**src/rtl/keypad_hex_entry.sv**
```systemverilog
`default_nettype none
// ============================================================================
// Module   : keypad_hex_entry
// Function : 4x4 matrix keypad scanner with debounce. Each accepted press is
//            decoded to a hex digit and shifted into a 16-bit entry register.
// Revision : 1.0  initial release
// ============================================================================
module keypad_hex_entry #(
  parameter int SCAN_DIV     = 1000,
  parameter int DEBOUNCE_CNT = 200000
) (
  input  logic        clk,
  input  logic        RST,
  output logic [3:0]  KROW,
  input  logic [3:0]  KCOL,
  input  logic        clr,
  output logic [15:0] HEXS,
  output logic [2:0]  ndigits,
  output logic [3:0]  key_code,
  output logic        key_valid,
  output logic        key_down
);

  localparam int DIV_W = (SCAN_DIV > 1) ? $clog2(SCAN_DIV) : 1;
  localparam int CNT_W = $clog2(DEBOUNCE_CNT + 1);
  localparam logic [DIV_W-1:0] c_div_last = DIV_W'(SCAN_DIV - 1);
  localparam logic [CNT_W-1:0] c_deb_last = CNT_W'(DEBOUNCE_CNT - 1);

  typedef enum logic [1:0] {
    S_SCAN     = 2'd0,
    S_DEBOUNCE = 2'd1,
    S_HELD     = 2'd2,
    S_RELEASE  = 2'd3
  } state_t;

  state_t           r_state;
  state_t           w_state_nxt;
  logic [3:0]       r_col_m;
  logic [3:0]       r_col_s;
  logic [1:0]       r_row;
  logic [1:0]       r_col;
  logic [DIV_W-1:0] r_div;
  logic [DIV_W-1:0] w_div_nxt;
  logic [CNT_W-1:0] r_cnt;
  logic [CNT_W-1:0] w_cnt_nxt;
  logic             w_row_adv;
  logic             w_latch;
  logic             w_accept;
  logic             w_release_done;
  logic             w_sel_high;
  logic [1:0]       w_low_col;
  logic [1:0]       w_row_nxt;
  logic [3:0]       w_code;

  // Lowest-index low column wins when several keys share the scanned row
  assign w_low_col  = !r_col_s[0] ? 2'd0 :
                      !r_col_s[1] ? 2'd1 :
                      !r_col_s[2] ? 2'd2 : 2'd3;
  assign w_sel_high = r_col_s[r_col];
  assign w_row_nxt  = r_row + 2'd1;
  assign w_code     = {r_row, r_col};

  // Two-flop synchronizer for the asynchronous column inputs
  always_ff @(posedge clk or negedge RST) begin
    if (!RST) begin
      r_col_m <= 4'hF;
      r_col_s <= 4'hF;
    end else begin
      r_col_m <= KCOL;
      r_col_s <= r_col_m;
    end
  end

  // State register plus the scan divider and debounce counter
  always_ff @(posedge clk or negedge RST) begin
    if (!RST) begin
      r_state <= S_SCAN;
      r_div   <= '0;
      r_cnt   <= '0;
    end else begin
      r_state <= w_state_nxt;
      r_div   <= w_div_nxt;
      r_cnt   <= w_cnt_nxt;
    end
  end

  // Next-state logic: scan rows, then debounce press, hold, debounce release
  always_comb begin
    w_state_nxt    = r_state;
    w_div_nxt      = r_div;
    w_cnt_nxt      = r_cnt;
    w_row_adv      = 1'b0;
    w_latch        = 1'b0;
    w_accept       = 1'b0;
    w_release_done = 1'b0;
    case (r_state)
      S_SCAN: begin
        if (r_div == c_div_last) begin
          w_div_nxt = '0;
          if (r_col_s != 4'hF) begin
            w_latch     = 1'b1;
            w_cnt_nxt   = '0;
            w_state_nxt = S_DEBOUNCE;
          end else begin
            w_row_adv = 1'b1;
          end
        end else begin
          w_div_nxt = r_div + 1'b1;
        end
      end
      S_DEBOUNCE: begin
        if (w_sel_high) begin
          // A bounce abandons this key; scanning resumes on the next row
          w_cnt_nxt   = '0;
          w_row_adv   = 1'b1;
          w_state_nxt = S_SCAN;
        end else if (r_cnt == c_deb_last) begin
          w_cnt_nxt   = '0;
          w_accept    = 1'b1;
          w_state_nxt = S_HELD;
        end else begin
          w_cnt_nxt = r_cnt + 1'b1;
        end
      end
      S_HELD: begin
        if (w_sel_high) begin
          w_cnt_nxt   = '0;
          w_state_nxt = S_RELEASE;
        end
      end
      S_RELEASE: begin
        if (!w_sel_high) begin
          w_cnt_nxt   = '0;
          w_state_nxt = S_HELD;
        end else if (r_cnt == c_deb_last) begin
          w_cnt_nxt      = '0;
          w_row_adv      = 1'b1;
          w_release_done = 1'b1;
          w_state_nxt    = S_SCAN;
        end else begin
          w_cnt_nxt = r_cnt + 1'b1;
        end
      end
      default: w_state_nxt = S_SCAN;
    endcase
  end

  // Row drive and latched key position; the row is frozen outside SCAN
  always_ff @(posedge clk or negedge RST) begin
    if (!RST) begin
      r_row <= 2'd0;
      r_col <= 2'd0;
      KROW  <= 4'b1110;
    end else begin
      if (w_row_adv) begin
        r_row <= w_row_nxt;
        KROW  <= ~(4'b0001 << w_row_nxt);
      end
      if (w_latch) begin
        r_col <= w_low_col;
      end
    end
  end

  // Entry register, digit count and key status outputs
  always_ff @(posedge clk or negedge RST) begin
    if (!RST) begin
      HEXS      <= 16'h0000;
      ndigits   <= 3'd0;
      key_code  <= 4'h0;
      key_valid <= 1'b0;
      key_down  <= 1'b0;
    end else begin
      key_valid <= w_accept;
      if (w_accept) begin
        key_code <= w_code;
        if (clr) begin
          HEXS    <= {12'h000, w_code};
          ndigits <= 3'd1;
        end else begin
          HEXS <= {HEXS[11:0], w_code};
          if (ndigits != 3'd4) begin
            ndigits <= ndigits + 3'd1;
          end
        end
      end else if (clr) begin
        HEXS    <= 16'h0000;
        ndigits <= 3'd0;
      end
      if (w_accept) begin
        key_down <= 1'b1;
      end else if (w_release_done) begin
        key_down <= 1'b0;
      end
    end
  end

endmodule
`default_nettype wire

```
**config.mk**
```make
export PLATFORM = sky130hd
export DESIGN_NAME = keypad_hex_entry
export DESIGN_NICKNAME = d
export VERILOG_FILES = /design/src/rtl/keypad_hex_entry.sv
export SDC_FILE = /design/constraint.sdc
export NUM_CORES = 1
export LEC_CHECK = 0
export CAP_MARGIN = 10
export CELL_PAD_IN_SITES_DETAIL_PLACEMENT = 1
export CELL_PAD_IN_SITES_GLOBAL_PLACEMENT = 2
export CORE_MARGIN = 4
export CORE_UTILIZATION = 39
export DETAILED_ROUTE_END_ITERATION = 10
export PLACE_DENSITY = 0.88
export SLEW_MARGIN = 20
export SYNTH_ARGS = -nofsm -noshare
export SYNTH_HDL_FRONTEND = slang
export SYNTH_SLANG_ARGS = --single-unit
export TNS_END_PERCENT = 10
```
**constraint.sdc**
```tcl
create_clock -name clk -period 3.77 [get_ports clk]
set_input_delay 0.754 -clock clk [delete_from_list [all_inputs] [get_ports clk]]
set_output_delay 0.754 -clock clk [all_outputs]
set_load 0.03 [all_outputs]
```
==> flow_results.org, run 1 <==
** Clocking
- At the later pin of the worst-skew pair, clock insertion delay measures 0.34 ns.
- After clock tree synthesis, the setup repair step added 0 buffers.
- CTS tree :: built
- Buffers inserted during clock tree synthesis total 9.
- In this run the deepest clock path goes through 2 buffers.
- Clk sinks :: 71
- Resize count post-CTS :: 0
- Depth of the CTS H-tree :: 3
- Post-CTS Hold Buffers :: 0
- Clock Pin Slew Worst Setup and Hold Paths :: 0.08 ns
- Clock tree synthesis selected as its root buffer the cell sky130_fd_sc_hd__clkbuf_8.

** Synth
- Simple-gate portion of the synthesized area :: 20.2%
- Yosys printed 0 warnings.
- The largest total area in the synthesized netlist belongs to sky130_fd_sc_hd__dfrtp_1.
- Cell Area, Synth :: 3320 µm²
- Measured against the total synthesized area, the mux share comes to 2.86%.
- The average instance in the mapped netlist occupies 10.3 µm².
- Ys async rst share :: 100%
- Summing the areas of all xor and xnor instances in the mapped netlist gives 3.43% of the synthesized area.
- Summing the areas of all compound-gate instances in the mapped netlist gives 13.2% of the synthesized area.
- Yosys attributes the largest share of cell area to sky130_fd_sc_hd__dfrtp_1 45%, sky130_fd_sc_hd__dfstp_2 8.7%, sky130_fd_sc_hd__nand2_1 6.7%.
- The synthesized design contains 0 enable-type register cells.
- Adder-cell share of the synthesized area :: 3.01%
- The most common cell in the synthesized netlist is sky130_fd_sc_hd__dfrtp_1.
- For this run, the leading register cell type out of synthesis is sky130_fd_sc_hd__dfrtp_1.
- The share of the Yosys chip area taken by registers is 53.9%.
- Counting flops and latches in the post-synthesis netlist gives 71.
- Post-synth top area share :: 45.2%
- Combinational family with the most area after synthesis :: simple AND/OR/NAND/NOR gates
- Most frequent cells after synthesis :: 60 x sky130_fd_sc_hd__dfrtp_1, 59 x sky130_fd_sc_hd__nand2_1, 25 x sky130_fd_sc_hd__o21ai_0, 21 x sky130_fd_sc_hd__a21oi_1
- Cells after Synth :: 322
- Syn Nets :: 337
- Counting distinct cell types in the post-synthesis netlist gives 53.

** Worst setup path
- The kind of cell with the highest combined delay along the critical path is simple AND/OR/NAND/NOR gates.
- Data on the critical path is required at its endpoint by 4.00 ns.
- The worst setup path is launched from a register.
- Traced cell by cell, the critical path runs through or4b_1 -> or4_4 -> o211ai_2 -> buf_4 -> nor3_1 -> a211o_1.
- Path type of the worst setup path :: reg -> reg
- Flop-to-flop setup slack :: 1.06 ns
- Crit-path max FO :: 16
- STA classifies the critical path endpoint as a register.
- Cell with the biggest individual delay on the critical path :: sky130_fd_sc_hd__or4b_1
- In this design, the stage delay of the slowest critical-path cell is 0.57 ns.
- Combined buffer and inverter count along the critical path :: 1
- WP data arrival :: 2.94 ns

** Place
- At the end of routability-driven placement, the weighted congestion stood at 0.754.
- Detailed placement finished with a half-perimeter wire length of 5360 µm.
- Number of buffer cells added on primary ports :: 35
- Post-placement worst setup slack :: 1.06 ns
- After detailed placement, the total cell area comes to 3760 µm².
- DP Cell Count :: 453

** Die
- Pin placement for this block handled 36 I/O pins.
- For this configuration, the core starts out at a cell density of 40.2%.
- Row count :: 33
- Die span in x :: 100 µm
- Die area :: 10100 µm²
- Core area :: 8260 µm²
- The floorplan step set the die height to 100 µm.

** Hold path
- The path class of the tightest hold or removal check is reg -> reg.

** Timing
- For this run, the top clock speed supported by timing is 368 MHz.
- Setup repair after global routing left no endpoint under its margin.
- Final setup viols :: 0
- In the post-route analysis, the smallest setup slack over all paths is 1.06 ns.
- For the final database, setup skew stands at 0.0117 ns.
- TNS Setup :: 0 ns
- For the pin with the worst max-slew slack, the measured transition is 0.700 ns.
- In this run the tightest slew margin relative to its limit is 53.2%.
- Slew Viols, Final :: 0
- The final hold violation count came to 0.
- Clock period minus worst slack :: 2.71 ns
- Final clock period utilization by the worst path :: 72.0%

** Status
- The run finished with clean final reports.

** Pwr
- Static leakage :: 1.67 nW
- Pwr dens :: 362 nW/µm²
- Worst voltage drop across the vdd grid :: 0.000169 V

** Cells and area
- Leaving out filler cells and counting taps, the final layout contains 469.
- Relative area change from synthesis to final layout :: 19.4%
- Number of filler instances in the final layout :: 942
- The finished cells cover 3970 µm².
- The post-route netlist has 11.5% of its cells at a drive strength greater than 1.
- Post-layout nets :: 374
- Across the whole layout, storage elements account for 1790 µm².
- Number of antenna cells inserted :: 0
- Area used by multi-input combinational logic :: 1420 µm²

** GRT
- Antenna violations before repair :: 0
- Global routing consumed, over all layers together, 16.7% of the routing resources.
- The via count of the first global-routing pass came to 2730.
- Overflow left after global routing :: 0
- The first global-routing pass estimated 13600 µm of wire.
- Pin count of the biggest net entering global routing :: 50

** Route
- After the first detailed-routing iteration, the DRC count stood at 105.
- Antenna violation net count after detailed routing :: 0
- DRC :: 0
- In the final routed layout, each cell accounts on average for 16.4 µm.
- The first detailed-routing pass took 4 iterations.
- Total number of vias :: 2522
- Dividing the detail-routed via count by the number of cells gives 5.38.
- DRT Wirelength :: 7680 µm

** Job
- The tool flagged a number of max-cap violations equal to 0.
## area by class of cell
cell class | count | share of cell area, %
clock inverter | 6 | 1.74
clock buffer | 10 | 3.47
tap | 105 | 3.31
timing repair buffer | 39 | 9.46
multi-input combinational | 226 | 35.7
sequential | 71 | 45.1
inverter | 12 | 1.14
## cell families (layout without fill, tap and decap cells)
| kind of cell | Yosys count | count (layout) |
|---|---|---|
| simple gates | 127 | 127 |
| compound gates | 70 | 70 |
| fa+ha+maj | 8 | 8 |
| buf+inv | 25 | 67 |
| xor+xnor | 13 | 13 |
| mux | 8 | 8 |
| flops | 71 | 71 |
## worst reg2reg max path: stages, from the launching register on
cell and delay [ns]:
sky130_fd_sc_hd__dfrtp_1 0.45, sky130_fd_sc_hd__or4b_1 0.57, sky130_fd_sc_hd__or4_4 0.55, sky130_fd_sc_hd__o211ai_2 0.41
sky130_fd_sc_hd__buf_4 0.29, sky130_fd_sc_hd__nor3_1 0.07, sky130_fd_sc_hd__a211o_1 0.26
## where the power goes
| group | leakage, nW | switching [mW] | internal (mW) | total [mW] |
|---|---|---|---|---|
| registers | 0.939 | 0.00316 | 0.769 | 0.772 |
| logic | 0.626 | 0.0221 | 0.00792 | 0.0300 |
| clock network | 0.103 | 0.308 | 0.327 | 0.635 |
## placed cells by master (no fill, tap or decap), types with 7 or more instances in the layout
cell type	synthesis	routed
sky130_fd_sc_hd__clkdlybuf4s50_1	0	34
sky130_fd_sc_hd__a21oi_1	21	21
sky130_fd_sc_hd__inv_1	12	12
sky130_fd_sc_hd__or3_1	8	8
sky130_fd_sc_hd__dfrtp_1	60	60
sky130_fd_sc_hd__dfstp_2	11	11
sky130_fd_sc_hd__o21ai_0	25	25
sky130_fd_sc_hd__clkbuf_8	0	10
sky130_fd_sc_hd__ha_1	8	8
sky130_fd_sc_hd__xnor2_1	7	7
sky130_fd_sc_hd__nand4_1	9	9
sky130_fd_sc_hd__nor2_1	12	12
sky130_fd_sc_hd__nand2_1	59	59
## layer usage
metal | up-vias | GRT usage [%] | share of wire, %
met5 | - | 0 | 0
met4 | 0 | 6.01 | 1.4
met3 | 9 | 2.64 | 2.7
met2 | 33 | 27.3 | 48
met1 | 1260 | 22.5 | 48
li1 | 1220 | - | -
## path summary, 6_finish.rpt
path / from / to / depth (start not counted)
setup / recovery: r_cnt[7]$_DFFE_PN0P_ / r_cnt[3]$_DFFE_PN0P_ / 6
hold / removal: r_col_m[3]$_DFF_PN1_ / r_col_s[3]$_DFF_PN1_ / 0
setup reg to reg: r_cnt[7]$_DFFE_PN0P_ / r_cnt[3]$_DFFE_PN0P_ / 6
hold reg to reg: r_col_m[3]$_DFF_PN1_ / r_col_s[3]$_DFF_PN1_ / 0
max in group asynchronous: RST / r_cnt[10]$_DFFE_PN0P_ / 2
min in group asynchronous: RST / HEXS[11]$_DFFE_PN0P_ / 1
## metrics by stage
step / hold WS, ns / utilization, % / power (mW)
finish: 0.358 / 48.0 / 1.44
global route: 0.362 / 48.0 / 1.50
CTS: 0.359 / 48.0 / 1.46
detailed placement: 0.347 / 45.5 / 0.818
global placement: 0.349 / 45.5 / 0.817
floorplan: 0.345 / - / 0.793
## state kept, by name, indices dropped and copies added, names as in the netlist, named ones only
name,cells
ndigits,3
r_col_s,4
key_code,4
key_valid,1
r_col,2
KROW,4
r_cnt,18
r_col_m,4
r_div,10
key_down,1
r_row,2
r_state,1
HEXS,16
Note: power is estimated with default switching activity, not from simulation.
==> run 2, diff against run 1 <==
--- a/config.mk
+++ b/config.mk
@@ -9,9 +9,9 @@
 export CELL_PAD_IN_SITES_DETAIL_PLACEMENT = 1
 export CELL_PAD_IN_SITES_GLOBAL_PLACEMENT = 2
 export CORE_MARGIN = 4
-export CORE_UTILIZATION = 39
+export CORE_UTILIZATION = 33
 export DETAILED_ROUTE_END_ITERATION = 10
-export PLACE_DENSITY = 0.88
+export PLACE_DENSITY = 0.8
 export SLEW_MARGIN = 20
 export SYNTH_ARGS = -nofsm -noshare
 export SYNTH_HDL_FRONTEND = slang
==> constraint.sdc (replaced) <==
create_clock -name clk -period 2.4 [get_ports clk]
set_input_delay 0.48 -clock clk [delete_from_list [all_inputs] [get_ports clk]]
set_output_delay 0.48 -clock clk [all_outputs]
set_load 0.03 [all_outputs]
==> flow_results.org, run 2 (same netlist as run 1, synthesis figures left out) <==
** Status
- Run status :: finished clean

** Timing
- The final hold violation count came to 0.
- TNS Setup :: 0 ns
- Skew final :: 0.0136 ns
- Hold timing on the final database bottoms out at a slack of 0.133 ns.
- The worst pin sits at a relative slew slack of 63.3%.
- Final setup viols :: 0
- Timing would allow up to 428 MHz.
- Transition at the pin with the smallest max-transition slack :: 0.545 ns
- Final clock period utilization by the worst path :: 97.3%
- Slew Viols, Final :: 0
- Setup WS post-layout :: 0.0651 ns
- Setup repair after global routing could not meet its margin everywhere.
- Clock period minus worst slack :: 2.33 ns

** Cells and area
- The library cell used most frequently in the layout, excluding fill and tap cells, is sky130_fd_sc_hd__dfrtp_1.
- Fin area :: 4190 µm²
- The register with the most flip-flops in the layout has 18 of them.
- Post-layout nets :: 393
- The register with the most flip-flops in the final layout is r_cnt.
- Once layout is complete, the cells apart from fillers number 516.
- Leaving out fill and tap cells, the most frequent cells in the layout are 60 x sky130_fd_sc_hd__dfrtp_1, 59 x sky130_fd_sc_hd__nand2_1, 34 x sky130_fd_sc_hd__clkdlybuf4s50_1.
- Relative area change from synthesis to final layout :: 26.0%
- Cells fill 42.8% of the core in the end.
- The largest registers in the layout are r_cnt (18), HEXS (16), r_div (10).
- The post-route netlist has 15.9% of its cells at a drive strength greater than 1.
- The number of antenna diodes in the final layout is 0.

** Pwr
- Internal power comes to 1.70 mW.
- Sequential fraction of design power :: 54.9%
- For this design the total switching power over the nets is 0.506 mW.
- Proportion of power drawn by combinational gates :: 2.4%
- Overall power consumption after layout is estimated at 2.21 mW.
- Worst voltage drop across the vdd grid :: 0.000221 V
- Sw Ratio :: 22.9%
- In this run, the clock network consumes 42.7% of the power.
- In this run the power density over the cells is 527 nW/µm².
- For this design the static power due to leakage is 1.78 nW.

** Hold path
- In this run the worst hold path is classified as in -> async.

** Place
- After detailed placement, the total cell area comes to 3980 µm².
- Post-placement worst setup slack :: 0.00276 ns
- Detailed Place HPWL :: 5460 µm
- Number of buffer cells added on primary ports :: 35
- At the end of routability-driven placement, the weighted congestion stood at 0.748.
- DP Cell Count :: 500

** Worst setup path
- Cell with the biggest individual delay on the critical path :: sky130_fd_sc_hd__or4b_1
- Capturing element type of the critical path :: register
- Of all nets on the critical path, the largest fanout is 3.
- Kind of start point of the critical path :: register
- The signal on the critical path passes through or4b_1 -> or3_4 -> or4_1 -> mux2_1.
- Worst reg2reg path depth :: 4
- Levels on crit path :: 4
- Critical path data required time :: 2.63 ns
- Among cell families on the critical path, the largest total delay comes from simple AND/OR/NAND/NOR gates.
- For this run, the slowest stage of the critical path takes 0.55 ns.
- Data on the critical path arrives at its endpoint at 2.57 ns.
- Combined buffer and inverter count along the critical path :: 0
- Path type of the worst setup path :: reg -> reg

** Die
- The initialized floorplan defines 36 standard-cell rows.
- Die span in x :: 108 µm
- Core area :: 9770 µm²
- In this run the count of I/O pins placed on the die edge is 36.
- Die area :: 11700 µm²
- In this run the vertical extent of the chip is 108 µm.
- Initial core utilization :: 34.0%

** Clocking
- The clock net in this run drives a total of 71 sinks.
- TritonCTS created 9 clock buffers.
- Post-CTS Hold Buffers :: 0
- Skew-Pair Late Insertion Delay :: 0.36 ns
- Buffers added to address setup during post-CTS repair amount to 0.
- TritonCTS built the clock tree.
- Clock root cell :: sky130_fd_sc_hd__clkbuf_8
- Depth of the CTS H-tree :: 3
- Clock Pin Slew Worst Setup and Hold Paths :: 0.09 ns
- Counting along the longest clock path gives a buffer depth of 2.

** Route
- Antenna violation net count after detailed routing :: 0
- DRT Wirelength :: 7820 µm
- For this run, design rule violations remaining after detail routing come to 0.
- Vias/cell :: 5.02
- Detailed routing inserted a total of 2592 vias.
- After the first detailed-routing iteration, the DRC count stood at 117.
- Before antenna repair, the detailed router went through 4 iterations.
- In the final routed layout, each cell accounts on average for 15.2 µm.

** GRT
- First-pass GRT wire length :: 13400 µm
- Overflow left after global routing :: 0
- Global routing used 14.5% of the available tracks.
- Pin count of the biggest net entering global routing :: 72
- Antenna violations before repair :: 0
- Number of global-route vias before repair :: 2757

** Job
- Max-cap violations in this run came to 0.
==> run 2: path summary, 6_finish.rpt <==
kind	from	to	slack, ns
setup / recovery	r_cnt[7]$_DFFE_PN0P_	register	0.07
hold / removal	RST	HEXS[7]$_DFFE_PN0P_	0.13
setup reg to reg	r_cnt[7]$_DFFE_PN0P_	register	0.07
hold reg to reg	r_col_m[2]$_DFF_PN1_	r_col_s[2]$_DFF_PN1_	0.35
max in group asynchronous	RST	r_col_m[2]$_DFF_PN1_	1.91
min in group clk	r_col_m[2]$_DFF_PN1_	r_col_s[2]$_DFF_PN1_	0.35
==> run 2: timing repair <==
action                     in CTS  in global routing
hold endpoints to repair        0                  0
setup endpoints to repair       0                 19
resized for setup               0                  4
==> run 2: area by class of cell <==
cell class / instances / area (µm²)
fill: 1146 / 5590
sequential: 71 / 1790
multi-input combinational: 226 / 1430
timing repair buffer: 58 / 563
tap: 133 / 166
clock buffer: 10 / 128
clock inverter: 6 / 61.3
inverter: 12 / 45.0
==> run 2: metal layers <==
layer | GRT usage [%] | share of wire, % | vias up
met5 | 0 | 0 | -
met1 | 19.2 | 48 | 1296
met2 | 23.3 | 47 | 37
met3 | 3.40 | 4.0 | 12
li1 | - | - | 1247
met4 | 5.41 | 1.5 | 0
==> run 2: power groups by stage <==
stage / Clock [mW] / Combinational [mW] / Sequential (mW)
2_1_floorplan: 0 / 0.0115 / 1.23
3_3_place_gp: 0 / 0.0543 / 1.24
3_5_place_dp: 0 / 0.0554 / 1.24
4_1_cts: 0.985 / 0.0555 / 1.21
5_1_grt: 1.03 / 0.0606 / 1.21
6_report: 0.942 / 0.0530 / 1.21
==> run 3, diff against run 2 <==
--- a/config.mk
+++ b/config.mk
@@ -11,6 +11,7 @@
 export CORE_MARGIN = 4
 export CORE_UTILIZATION = 33
 export DETAILED_ROUTE_END_ITERATION = 10
+export GPL_TIMING_DRIVEN = 0
 export PLACE_DENSITY = 0.8
 export SLEW_MARGIN = 20
 export SYNTH_ARGS = -nofsm -noshare
==> flow_results.org, run 3 (same netlist as run 1, synthesis figures left out) <==
** Status
- Run status :: finished, violations left
- The checks that failed: setup timing.

** Cells and area
- Area used by multi-input combinational logic :: 1500 µm²
- Number of antenna cells inserted :: 0
- Summing all flip-flop and latch instances after layout gives 1800 µm².
- The register with the most flip-flops in the layout has 18 of them.
- Share of cells above drive strength 1 :: 21.9%
- Most frequent standard cell in the layout excluding fill and tap cells :: sky130_fd_sc_hd__nand2_1
- The layout has 1107 filler cells.
- Fin area :: 4320 µm²
- Finished Layout Cells :: 522
- Register ranked first by flip-flop count :: r_cnt
- Largest regs :: r_cnt (18), HEXS (16), r_div (10)
- Relative area change from synthesis to final layout :: 30.0%
- Post-layout nets :: 399
- The top cell types in the final layout, fill and taps aside, are 56 x sky130_fd_sc_hd__nand2_1, 52 x sky130_fd_sc_hd__dfrtp_1, 33 x sky130_fd_sc_hd__clkdlybuf4s50_1.

** Timing
- Clock skew on the completed layout was measured at 0.0135 ns.
- Based on the critical path, the design can be clocked at up to 411 MHz.
- Setup WS post-layout :: -0.0325 ns
- Final setup viols :: 9
- After layout, the worst path uses 101% of the clock period.
- Setup repair after global routing could not meet its margin everywhere.
- Slew Viols, Final :: 0
- The final hold violation count was 0.
- For the pin with the worst max-slew slack, the measured transition is 0.576 ns.
- Worst slew margin :: 61.6%
- Counting I/O delays and the setup requirement, the final critical path takes 2.43 ns.

** Route
- Average detailed-routed wire length per instance :: 15.7 µm
- DRC :: 0
- DR pass1 iterations :: 4
- Total number of vias :: 2606
- First-iteration detailed-routing DRC count :: 101
- DRT Wirelength :: 8190 µm
- Vias/cell :: 4.99
- The detail route stage leaves a number of antenna-violating nets equal to 0.

** Place
- Detailed Place HPWL :: 5540 µm
- At the end of routability-driven placement, the weighted congestion stood at 0.801.
- Including well taps, the total number of placed cells is 490.
- Number of buffer cells added on primary ports :: 34
- Placed standard-cell area :: 3850 µm²
- At the placement stage, the worst setup path has a slack of -0.270 ns.

** Die
- Vertical die dimension :: 108 µm
- Once the floorplan was initialized, standard cells occupied 34.0% of the core.
- Die area :: 11700 µm²
- Core area :: 9770 µm²
- 36 I/O pins were placed.
- Row count :: 36
- Die span in x :: 108 µm

** Worst setup path
- In this run the worst setup path begins at r_col[0]$_DFFE_PN0P_.
- WP data arrival :: 2.65 ns
- STA classifies the critical path startpoint as a register.
- Walking the worst path, the cells encountered are mux4_2 -> or3_4 -> or4_4 -> buf_4 -> nand2_1 -> a21oi_1.
- Crit-path leading delay family :: simple AND/OR/NAND/NOR gates
- Worst reg2reg endpoint :: HEXS[13]$_DFFE_PN0P_
- In this run the worst path has a maximum fanout of 10.
- Flop-to-flop setup slack :: -0.03 ns
- Critical path data required time :: 2.62 ns
- For this design, the slowest cell found on the critical path is sky130_fd_sc_hd__mux4_2.
- Critical register-to-register path startpoint :: r_col[0]$_DFFE_PN0P_
- The worst setup path is captured at a register.
- Counting both buffers and inverters, the worst setup path holds a total of 1.
- Worst reg2reg path depth :: 6
- Crit path largest cell delay :: 0.58 ns
- Path type of the worst setup path :: reg -> reg

** GRT
- GRT Overall Usage :: 15.1%
- Overflow left after global routing :: 0
- Pin count of the biggest net entering global routing :: 44
- Number of global-route vias before repair :: 2747
- Antenna violations before repair :: 0
- First-pass GRT wire length :: 13800 µm

** Clocking
- The H-tree generated during clock tree synthesis spans 3 levels.
- The clock reaches the later pin of the worst-skew pair after 0.36 ns.
- Clock-pin slew was measured on the worst setup and hold paths at 0.09 ns.
- TritonCTS built the clock tree.
- Maximum clock path buffer count :: 2
- In this run, CTS created clock tree buffers numbering 9.
- Post-CTS Hold Buffers :: 0
- Clk sinks :: 71
- Clock root cell :: sky130_fd_sc_hd__clkbuf_8

** Pwr
- Worst voltage drop across the vdd grid :: 0.000238 V
- Power spread over the standard cell area amounts to 526 nW/µm².
- The internal portion of the total power is 1.74 mW.
- The clock network accounts for 44.1% of the total power.
- In this run the static leakage power is 1.80 nW.
- Summed over all nets, the switching power comes to 0.531 mW.
- Combinational cells account for 2.6% of the total power.
- Sequential fraction of design power :: 53.3%
- Sw Ratio :: 23.4%

** Hold path
- Path type of the worst min-delay path :: in -> async

** Job
- Max Cap Violations :: 0
==> run 3: changes by cell type in the layout (fill, tap and decap cells not counted), sizes merged <==
cell | previous run | this run
clkinv | 4 | 1
inv | 12 | 14
clkdlybuf4s50 | 34 | 33
buf | 24 | 25
clkbuf | 10 | 16
clkinvlp | 1 | 2
==> run 3: worst max-delay path by stage <==
| stage | end | slack, ns | cells past startpoint |
|---|---|---|---|
| finish | HEXS[13]$_DFFE_PN0P_ | -0.03 | 6 |
| global route | ndigits[1]$_DFFE_PN0P_ | -0.13 | 7 |
| CTS | r_cnt[3]$_DFFE_PN0P_ | -0.06 | 6 |
| detailed placement | r_cnt[3]$_DFFE_PN0P_ | -0.27 | 6 |
| global placement | r_cnt[0]$_DFFE_PN0P_ | -1.66 | 1 |
| floorplan | ndigits[0]$_DFFE_PN0P_ | 0.05 | 5 |
==> run 3: area by class of cell <==
type                    instances  area share (%)
inverters                      12            1.04
clock inverters                 6            1.56
multi-input cells             226            34.6
plain buffers                  12            1.88
flip-flops and latches         71            41.7
repair buffers                 52            12.1
well taps                     133            3.85
clock buffers                  10            3.19
==> run 3: per-stage QoR <==
stage | utilization, % | TNS, ns | power, mW | hold slack (ns)
after detailed placement | 39.4 | -4.62 | 1.29 | 0.349
after CTS | 42.5 | -0.146 | 2.30 | 0.0421
after floorplan | - | 0 | 1.25 | 0.184
final | 44.2 | -0.169 | 2.27 | 0.0393
after global routing | 44.2 | -2.12 | 2.37 | 0.0482
after global placement | 39.2 | -111.52 | 1.28 | 0.347
==> run 3: per-layer routing <==
metal | part of all wire (%) | GRT usage [%] | wire length, µm | vias to the layer above
li1 | - | - | - | 1261
met1 | 48 | 20.4 | 3950 | 1299
met2 | 47 | 23.8 | 3860 | 38
met3 | 3.4 | 3.16 | 276 | 8
met4 | 1.2 | 5.68 | 100 | 0
met5 | 0 | 0 | 0 | -
==> run 3: what timing repair did <==
action,in CTS,in global routing
resized for setup,15,23
setup endpoints to repair,46,44
buffers inserted,2,13
cloned,0,2
pin swaps,4,7
==> run 3: power groups by stage <==
| stage | Clock [mW] | Sequential [mW] | Combinational (mW) |
|---|---|---|---|
| 2_1_floorplan | 0 | 1.23 | 0.0115 |
| 3_3_place_gp | 0 | 1.23 | 0.0477 |
| 3_5_place_dp | 0 | 1.24 | 0.0542 |
| 4_1_cts | 1.03 | 1.21 | 0.0557 |
| 5_1_grt | 1.09 | 1.21 | 0.0660 |
| 6_report | 1.00 | 1.21 | 0.0584 |
